[src/rtl/cp0_exception_unit_if.sv]
// Pipeline-to-CP0 bundle: mfc0/mtc0 access, M-stage victim info, interrupts and trap outputs.
interface cp0_exception_unit_if;
  logic        en;
  logic [4:0]  cp0_addr;
  logic [31:0] cp0_in;
  logic [31:0] vpc;
  logic        bd_in;
  logic [4:0]  exc_code_in;
  logic [5:0]  hw_int;
  logic        exl_clr;
  logic [31:0] cp0_out;
  logic [31:0] epc_out;
  logic        req;
  logic [31:0] handler_pc;

  modport master (
    output en, cp0_addr, cp0_in, vpc, bd_in, exc_code_in, hw_int, exl_clr,
    input  cp0_out, epc_out, req, handler_pc
  );

  modport slave (
    input  en, cp0_addr, cp0_in, vpc, bd_in, exc_code_in, hw_int, exl_clr,
    output cp0_out, epc_out, req, handler_pc
  );
endinterface

[src/rtl/cp0_exception_unit.sv]
// Coprocessor 0: SR/Cause/EPC/PRId, trap decision at the M stage, mfc0/mtc0/eret service.
module cp0_exception_unit #(
  parameter logic [31:0] PRID_VALUE = 32'h0000_0000,
  parameter logic [31:0] HANDLER_PC = 32'h0000_4180
) (
  input  logic                 clk,
  input  logic                 reset,
  cp0_exception_unit_if.slave  bus
);

  localparam logic [31:0] SR_MASK = 32'h0000_FC03;

  // Registers held as full words; unimplemented bits are constant zero.
  logic [31:0] sr_q, sr_d;
  logic [31:0] cause_q, cause_d;
  logic [31:0] epc_q, epc_d;
  logic [31:0] vpc_aligned;
  logic        int_req, exc_req, req;

  always_comb begin
    int_req     = (|(bus.hw_int & sr_q[15:10])) & sr_q[0] & ~sr_q[1];
    exc_req     = (bus.exc_code_in != '0) & ~sr_q[1];
    req         = int_req | exc_req;
    vpc_aligned = bus.vpc & ~32'd3;

    sr_d    = sr_q;
    cause_d = {cause_q[31], 15'b0, bus.hw_int, 3'b0, cause_q[6:2], 2'b0};
    epc_d   = epc_q;

    if (req) begin
      sr_d[1]       = 1'b1;
      cause_d[31]   = bus.bd_in;
      cause_d[6:2]  = int_req ? 5'd0 : bus.exc_code_in;
      epc_d         = bus.bd_in ? vpc_aligned - 32'd4 : vpc_aligned;
    end else begin
      if (bus.en && bus.cp0_addr == 5'd12)
        sr_d = bus.cp0_in & SR_MASK;
      if (bus.en && bus.cp0_addr == 5'd14)
        epc_d = bus.cp0_in & ~32'd3;
      // eret applies after the mtc0 so a same-edge SR write cannot keep EXL set
      if (bus.exl_clr)
        sr_d[1] = 1'b0;
    end
  end

  always_ff @(posedge clk or negedge reset) begin
    if (!reset) begin
      sr_q    <= '0;
      cause_q <= '0;
      epc_q   <= '0;
    end else begin
      sr_q    <= sr_d;
      cause_q <= cause_d;
      epc_q   <= epc_d;
    end
  end

  always_comb begin
    bus.cp0_out = '0;
    case (bus.cp0_addr)
      5'd12:   bus.cp0_out = sr_q;
      5'd13:   bus.cp0_out = cause_q;
      5'd14:   bus.cp0_out = epc_q;
      5'd15:   bus.cp0_out = PRID_VALUE;
      default: bus.cp0_out = '0;
    endcase
  end

  assign bus.epc_out    = epc_q;
  assign bus.req        = req;
  assign bus.handler_pc = HANDLER_PC;

endmodule
[src/flat_wrapper.sv]
// flat-port wrapper written by rule: the top's interface ports become plain ports
module cp0_exception_unit_flat 
#(
  parameter logic [31:0] PRID_VALUE = 32'h0000_0000,
  parameter logic [31:0] HANDLER_PC = 32'h0000_4180
)
  (clk, reset, bus_en, bus_cp0_addr, bus_cp0_in, bus_vpc, bus_bd_in, bus_exc_code_in, bus_hw_int, bus_exl_clr, bus_cp0_out, bus_epc_out, bus_req, bus_handler_pc);
  cp0_exception_unit_if bus_i ();
  input  logic clk;
  input  logic reset;
  input wire logic [$bits(bus_i.en)-1:0] bus_en;
  input wire logic [$bits(bus_i.cp0_addr)-1:0] bus_cp0_addr;
  input wire logic [$bits(bus_i.cp0_in)-1:0] bus_cp0_in;
  input wire logic [$bits(bus_i.vpc)-1:0] bus_vpc;
  input wire logic [$bits(bus_i.bd_in)-1:0] bus_bd_in;
  input wire logic [$bits(bus_i.exc_code_in)-1:0] bus_exc_code_in;
  input wire logic [$bits(bus_i.hw_int)-1:0] bus_hw_int;
  input wire logic [$bits(bus_i.exl_clr)-1:0] bus_exl_clr;
  output wire logic [$bits(bus_i.cp0_out)-1:0] bus_cp0_out;
  output wire logic [$bits(bus_i.epc_out)-1:0] bus_epc_out;
  output wire logic [$bits(bus_i.req)-1:0] bus_req;
  output wire logic [$bits(bus_i.handler_pc)-1:0] bus_handler_pc;
  assign bus_i.en = bus_en;
  assign bus_i.cp0_addr = bus_cp0_addr;
  assign bus_i.cp0_in = bus_cp0_in;
  assign bus_i.vpc = bus_vpc;
  assign bus_i.bd_in = bus_bd_in;
  assign bus_i.exc_code_in = bus_exc_code_in;
  assign bus_i.hw_int = bus_hw_int;
  assign bus_i.exl_clr = bus_exl_clr;
  assign bus_cp0_out = bus_i.cp0_out;
  assign bus_epc_out = bus_i.epc_out;
  assign bus_req = bus_i.req;
  assign bus_handler_pc = bus_i.handler_pc;
  cp0_exception_unit #(.PRID_VALUE(PRID_VALUE), .HANDLER_PC(HANDLER_PC)) u_core (.clk(clk), .reset(reset), .bus(bus_i));
endmodule
[config.mk]
export PLATFORM = sky130hd
export DESIGN_NAME = cp0_exception_unit_flat
export DESIGN_NICKNAME = d
export VERILOG_FILES = /design/src/rtl/cp0_exception_unit_if.sv /design/src/rtl/cp0_exception_unit.sv /design/src/flat_wrapper.sv
export SDC_FILE = /design/constraint.sdc
export NUM_CORES = 1
export LEC_CHECK = 0
export ABC_AREA = 1
export CORE_MARGIN = 1
export CORE_UTILIZATION = 42
export CTS_CLUSTER_DIAMETER = 50
export DETAILED_ROUTE_END_ITERATION = 10
export PLACE_DENSITY = 0.81
export SLEW_MARGIN = 20
export SYNTH_ARGS = -nofsm -noshare
export SYNTH_HDL_FRONTEND = slang
export SYNTH_SLANG_ARGS = --single-unit
[constraint.sdc]
create_clock -name clk -period 1.75 [get_ports clk]
set_input_delay 0.175 -clock clk [delete_from_list [all_inputs] [get_ports clk]]
set_output_delay 0.175 -clock clk [all_outputs]
set_load 0.05 [all_outputs]
==> flow_summary.ini, run 1 <==
[logic_synthesis]
yosysSeqAreaShare_pct = 31.71
synth_edf_count = 0
syn_area_per_cell_um2 = 6.438
synth_fa_ha_area_share_pct = 0.3171
synthMuxAreaShare_pct = 0
synth_top_family_by_area = simple AND/OR/NAND/NOR gates
synth_ff_type = dfrtp_1
synth_area_um2 = 3946
syn_inst = 613
synth_compound_area_share_pct = 8.275
synth_top_area_share_pct = 31.71
ys_top_cells_by_area = dfrtp_1 32%, nand2_1 18%, inv_1 8.1%
yosys.area.top_type = dfrtp_1
yosysWarnings = 0
synthSimpleGateAreaFrac_pct = 39.76
synth_cell_type_count = 33
ys_seq_elements = 50
async_reset_ff_share_pct = 100.0
synth_xor_area_share_pct = 1.332

[critical_path]
r2r-end = u_core.sr_q[10]
crit_fanout = 3
crit_path_max_incr_delay_ps = 820
crit_path_cell_trace = clkdlybuf4s50_1
endpoint = bus_epc_out[4]
path_buf_inv = 1
worstSetupStartpoint = u_core.bus.epc_out[4]
crit_path_start_kind = flip-flop
worstSetupEndpointType = output pin
crit_arrival_ps = 1530
cp_top_family = buffers and inverters
slowest_stage = clkdlybuf4s50_1
crit_type = flip-flop to output pin
r2r_start = u_core.sr_q[15]
crit_required_ps = 1570
cp.depth = 1
rr_worst_depth = 11
reg2reg_slack_ps = 180

[cts]
worstSkewPairLatency_ps = 300
cts_sinks = 50
htreeDepth = 2
tritoncts.num_buffers = 5
cts_tree = yes
cts_hold_buf = 0
clkTransAtPathRegs_ps = 90
cts-root-buf = clkbuf_8
cts_buffer_depth = 2

[power]
intPower_mw = 3.939
power.leakage_nw = 3.126
powerDensity_nw_per_um2 = 1304
p_seq_share_pct = 25.9
power.share.switching_pct = 51.06
comb_power_share_pct = 63.9
p_total_mw = 8.048
clkPwrFrac_pct = 10.2
max-vdd-ir-drop_mv = 0.6401
p_switching_mw = 4.110

[finish]
syn_to_final_growth_pct = 56.44
diodes = 0
multi_input_area_um2 = 2101
seq_area_um2 = 1251
nets = 882
fillers = 764
drive_gt1_share_pct = 15.93

[sta]
fmax_ghz = 0.5880
layout_min_cycle_time_ps = 1701
fin_crit_sh_pct = 97.19
tns_ps = 0
rsz0062_at_grt = true
finalMaxSlewViolations = 0
holdWs_ps = -43.33
tightest_slew_ps = 641.2
skew_ps = 2.009
setup_viol = 0
hold_violations = 50
slew_headroom_pct = 57.25

[drt]
drt.antenna.violating_nets = 0
via_count = 4461
routedWlPerCell_um = 14.07
dr.pass1.iters = 5
wl_um = 12780
drc = 0
vias_per_cell = 4.913
drt-initial-drc-count = 219

[grt]
antenna_found_initial = 0
globalRoute.totalOverflow = 0
grtUsageTotal_pct = 26.79
grt_max_degree = 51
grt_pass1_wl_um = 20930
first_global_vias = 4309

[die]
die_x_um = 98.93
die_area_um2 = 9787
initial_core_util_pct = 43.12
rows = 35
coreArea_um2 = 9153
die_height_um = 98.93
io-pin-count = 182

[run_status]
status = finished, violations left
violations = hold timing

[placement]
place_hpwl_um = 10450
portBuffers = 145
gp_congestion = 0.9515

[run]
maxCapViolCount = 0

[min_path]
hold_class = primary input to asynchronous set/reset pin
worst min-delay path by stage:
| stage | slack, ps | depth (start not counted) | end | start |
|---|---|---|---|---|
| detailed placement | 330 | 2 | u_core.sr_q[12] | reset |
| finish | -40 | 2 | u_core.sr_q[12] | reset |
| global placement | 320 | 2 | u_core.cause_q[12] | reset |
| global route | 30 | 2 | u_core.sr_q[15] | reset |
| floorplan | -120 | 0 | u_core.bus.epc_out[10] | reset |
| CTS | 0.2 | 2 | u_core.sr_q[12] | reset |
state kept, by name, indices dropped and copies added (netlist names):
name                count
u_core.cause_q         12
u_core.sr_q             8
u_core.bus.epc_out     30
per-stage QoR:
step	cell area [µm²]	utilization, %	setup WS (ps)	std cells
final	6173	67.45	49.24	908
after global routing	6173	67.45	-44.80	908
after CTS	6120	66.86	1.752	908
after detailed placement	5981	65.35	-158.3	898
after global placement	5981	65.35	-113.9	898
after floorplan	4066	-	-45.30	645
cell usage in the layout, fill, tap and decap left out, types with 2 or more instances in the layout:
cell,count
buf_12,33
buf_4,47
buf_6,2
clkbuf_1,2
clkbuf_8,5
clkdlybuf4s50_1,96
conb_1,34
dfrtp_1,50
dlygate4sd2_1,3
dlymetal6s2s_1,11
inv_1,82
inv_2,5
nand2_1,191
nand2_2,4
nand3_1,53
nand3_2,4
nand3_4,2
nand3b_1,4
nand4_1,7
nor2_1,71
nor2_2,9
nor2_4,4
nor3_1,2
o211ai_1,12
o21ai_0,20
o21ai_1,23
xor2_1,5
worst register-to-register path: stages, from the launching register on:
cell and delay [ps]:
dfrtp_1 410, nand2_1 80, nand2_1 60, nor2_1 100
nand2_1 100, nand3_4 80, nand2_4 70, buf_8 150
nor2_2 140, buf_12 150, nand2_1 70, o21ai_0 80
layout make-up:
cell class | instances | share of cell area, %
Clock buffer | 7 | 1.236
Inverter | 89 | 5.472
Multi-Input combinational cell | 454 | 34.03
Sequential cell | 50 | 20.27
Timing Repair Buffer | 196 | 36.26
Tap cell | 111 | 2.250
Clock inverter | 1 | 0.4864
what timing repair did:
item | 4_1_cts | 5_1_grt
pin swaps | 6 | 3
setup buffers | 2 | 0
resized for setup | 9 | 20
endpoints found under the setup margin | 12 | 15
cloned | 0 | 0
cells by family after synthesis:
family,after synthesis
compound gates,58
simple gates,355
flops,50
other cells,2
xor+xnor,6
fa+ha+maj,1
buf+inv,141
metal layers:
| metal | vias up | routed length [µm] | share of wire (%) | GRT usage (%) |
|---|---|---|---|---|
| li1 | 2195 | - | - | - |
| met1 | 2035 | 5310 | 42 | 34.75 |
| met2 | 209 | 6232 | 49 | 45.02 |
| met3 | 22 | 911 | 7.1 | 4.113 |
| met4 | 0 | 322 | 2.5 | 10.10 |
| met5 | - | 0 | 0 | 0 |
synth_stat cells, types with 2 or more instances:
cell        n
nand4_1     7
inv_2       3
nor2_4      4
o21ai_1    22
o211ai_1   12
nand3b_1    4
nand3_2     3
buf_2       4
inv_1      85
conb_1      2
clkbuf_1    2
nor2_1     72
nor2_2      8
buf_6       6
buf_4      39
nand3_4     2
nor3_1      2
dfrtp_1    50
nand2_2     5
o21ai_0    21
xor2_1      5
nand2_1   191
nand3_1    54
power groups by stage:
stage | combinational (mW) | clock (mW) | sequential, mW
global route | 5.53 | 0.881 | 2.14
detailed placement | 5.06 | 0 | 2.10
global placement | 4.97 | 0 | 2.08
finish | 5.14 | 0.820 | 2.09
CTS | 5.09 | 0.824 | 2.08
floorplan | 2.13 | 0 | 3.23
Power figures use the tool's default switching activity.
==> inputs of run 2 (changes only) <==
- CORE_UTILIZATION: 42 -> 46
- PLACE_DENSITY: 0.81 -> 0.88
- clock period: 1.75 -> 2.1 ns (I/O delays scaled with it)
==> flow_summary.ini, run 2 (synthesis gave the netlist of run 1 again) <==
[grt]
antenna_found_initial = 0
first_global_vias = 4003
grtUsageTotal_pct = 27.53
grt_pass1_wl_um = 19180
globalRoute.totalOverflow = 0
grt_max_degree = 51

[sta]
skew_ps = 9.689
finalMaxSlewViolations = 0
fin_crit_sh_pct = 93.13
setup_viol = 0
layout_min_cycle_time_ps = 1956
rsz0062_at_grt = true
slew_headroom_pct = 57.45
tightest_slew_ps = 638.3
fmax_ghz = 0.5113
tns_ps = 0
hold_violations = 0

[run_status]
status = complete, no violations

[critical_path]
worstSetupEndpointType = output pin
crit_required_ps = 1890
crit_path_start_kind = primary input
crit_arrival_ps = 1750
crit_type = primary input to output pin
crit_fanout = 7

[placement]
place_hpwl_um = 9712
portBuffers = 145
gp_congestion = 0.8989

[drt]
routedWlPerCell_um = 14.02
drt.antenna.violating_nets = 0
drc = 0
wl_met2_um = 6068
met3WireLength_um = 794
via_count = 4328
drt-initial-drc-count = 269
highest_layer = met4
vias_per_cell = 5.027
wl_um = 12070
dr.pass1.iters = 5
wl_met1_um = 5033

[die]
io-pin-count = 182
die_area_um2 = 8953
rows = 33
coreArea_um2 = 8258
die_x_um = 94.62
initial_core_util_pct = 47.79
die_height_um = 94.62

[finish]
syn_to_final_growth_pct = 45.85
diodes = 0
utilization_pct = 69.70
layout_common_cells = 191 x nand2_1, 111 x clkdlybuf4s50_1, 83 x inv_1, 72 x nor2_1, 54 x nand3_1
largest_register_ffs = 30
nets = 841
final_common_cell = nand2_1
drive_gt1_share_pct = 11.11

[power]
max-vdd-ir-drop_mv = 0.5170
power.leakage_nw = 2.803
p_total_mw = 6.346
powerDensity_nw_per_um2 = 1103

[cts]
cts_buffer_depth = 2
cts_hold_buf = 0
htreeDepth = 2
cts_tree = yes
clkTransAtPathRegs_ps = 100
tritoncts.num_buffers = 5
cts-root-buf = clkbuf_8
worstSkewPairLatency_ps = 300
postCtsSetupRepairBufs = 0
cts_sinks = 50

[min_path]
hold_class = primary input to asynchronous set/reset pin

[run]
maxCapViolCount = 0
-- run 2: cell count changes in the layout (fill, tap and decap cells not counted), sizes merged --
| cell | before | now |
|---|---|---|
| clkbuf | 8 | 5 |
| clkdlybuf4s50 | 96 | 111 |
| buf | 84 | 44 |
| inv | 88 | 89 |
| clkinv | 1 | 3 |
| bufinv | 1 | 0 |
| dlygate4sd2 | 3 | 0 |
| bufbuf | 1 | 0 |
| dlymetal6s2s | 11 | 0 |
-- run 2: repair_timing --
| action | in CTS | in global routing |
|---|---|---|
| endpoints found under the hold margin | 0 | 0 |
| setup endpoints to repair | 0 | 5 |
| gates resized for setup | 0 | 4 |
-- run 2: layer usage --
layer	vias up	global-route usage, %
met5	-	0
met4	0	6.566
met3	14	2.657
met2	187	48.02
met1	2015	36.56
li1	2112	-
-- run 2: layout make-up --
class,count,area (µm²)
Clock buffer,5,68.82
Fill cell,680,2502
Timing Repair Buffer,155,1852
Tap cell,105,131.4
Inverter,89,335.3
Sequential cell,50,1251
Clock inverter,3,28.78
Multi-Input combinational cell,454,2088
-- run 2: worst paths after layout --
| path | start | to | slack, ps | depth (start not counted) |
|---|---|---|---|---|
| worst max-delay path | bus_cp0_addr[3] | bus_cp0_out[2] | 140 | 6 |
| worst min-delay path | reset | u_core.bus.epc_out[25] | 10 | 2 |
| worst max register to register | u_core.sr_q[15] | u_core.bus.epc_out[9] | 400 | 9 |
| worst min register to register | u_core.bus.epc_out[22] | u_core.bus.epc_out[22] | 510 | 2 |
| max in group asynchronous | reset | u_core.cause_q[2] | 1670 | 2 |
| min in group clk | bus_hw_int[0] | u_core.cause_q[10] | 380 | 1 |
-- run 2: critical path, stage by stage --
cell and delay, ps:
clkdlybuf4s50_1 450, nand2_1 60, nor2_2 150, nand3_1 270, o21ai_0 420, buf_12 190
-- run 2: stage by stage --
stage          cells  worst slack (ps)  hold slack (ps)  instance area (µm²)
2_1_floorplan    645             234.7           -85.59                 4066
3_5_place_dp     853             113.2            359.4                 5658
5_1_grt          861            -1.904            66.63                 5756
4_1_cts          861             140.6            27.95                 5756
3_3_place_gp     853             183.6            353.7                 5658
6_report         861             144.3            9.716                 5756
-- run 2: where the power goes --
group	internal (mW)	leakage [nW]	switching, mW
Combinational	1.33	2.18	2.72
Sequential	1.40	0.576	0.299
Clock	0.247	0.0502	0.347
Total	2.98	2.80	3.37
==> inputs of run 3 (changes only) <==
- SLEW_MARGIN: 20 -> default
==> results of run 3 <==
Same layout as run 2: the final DEF is identical, and so are final timing and power.
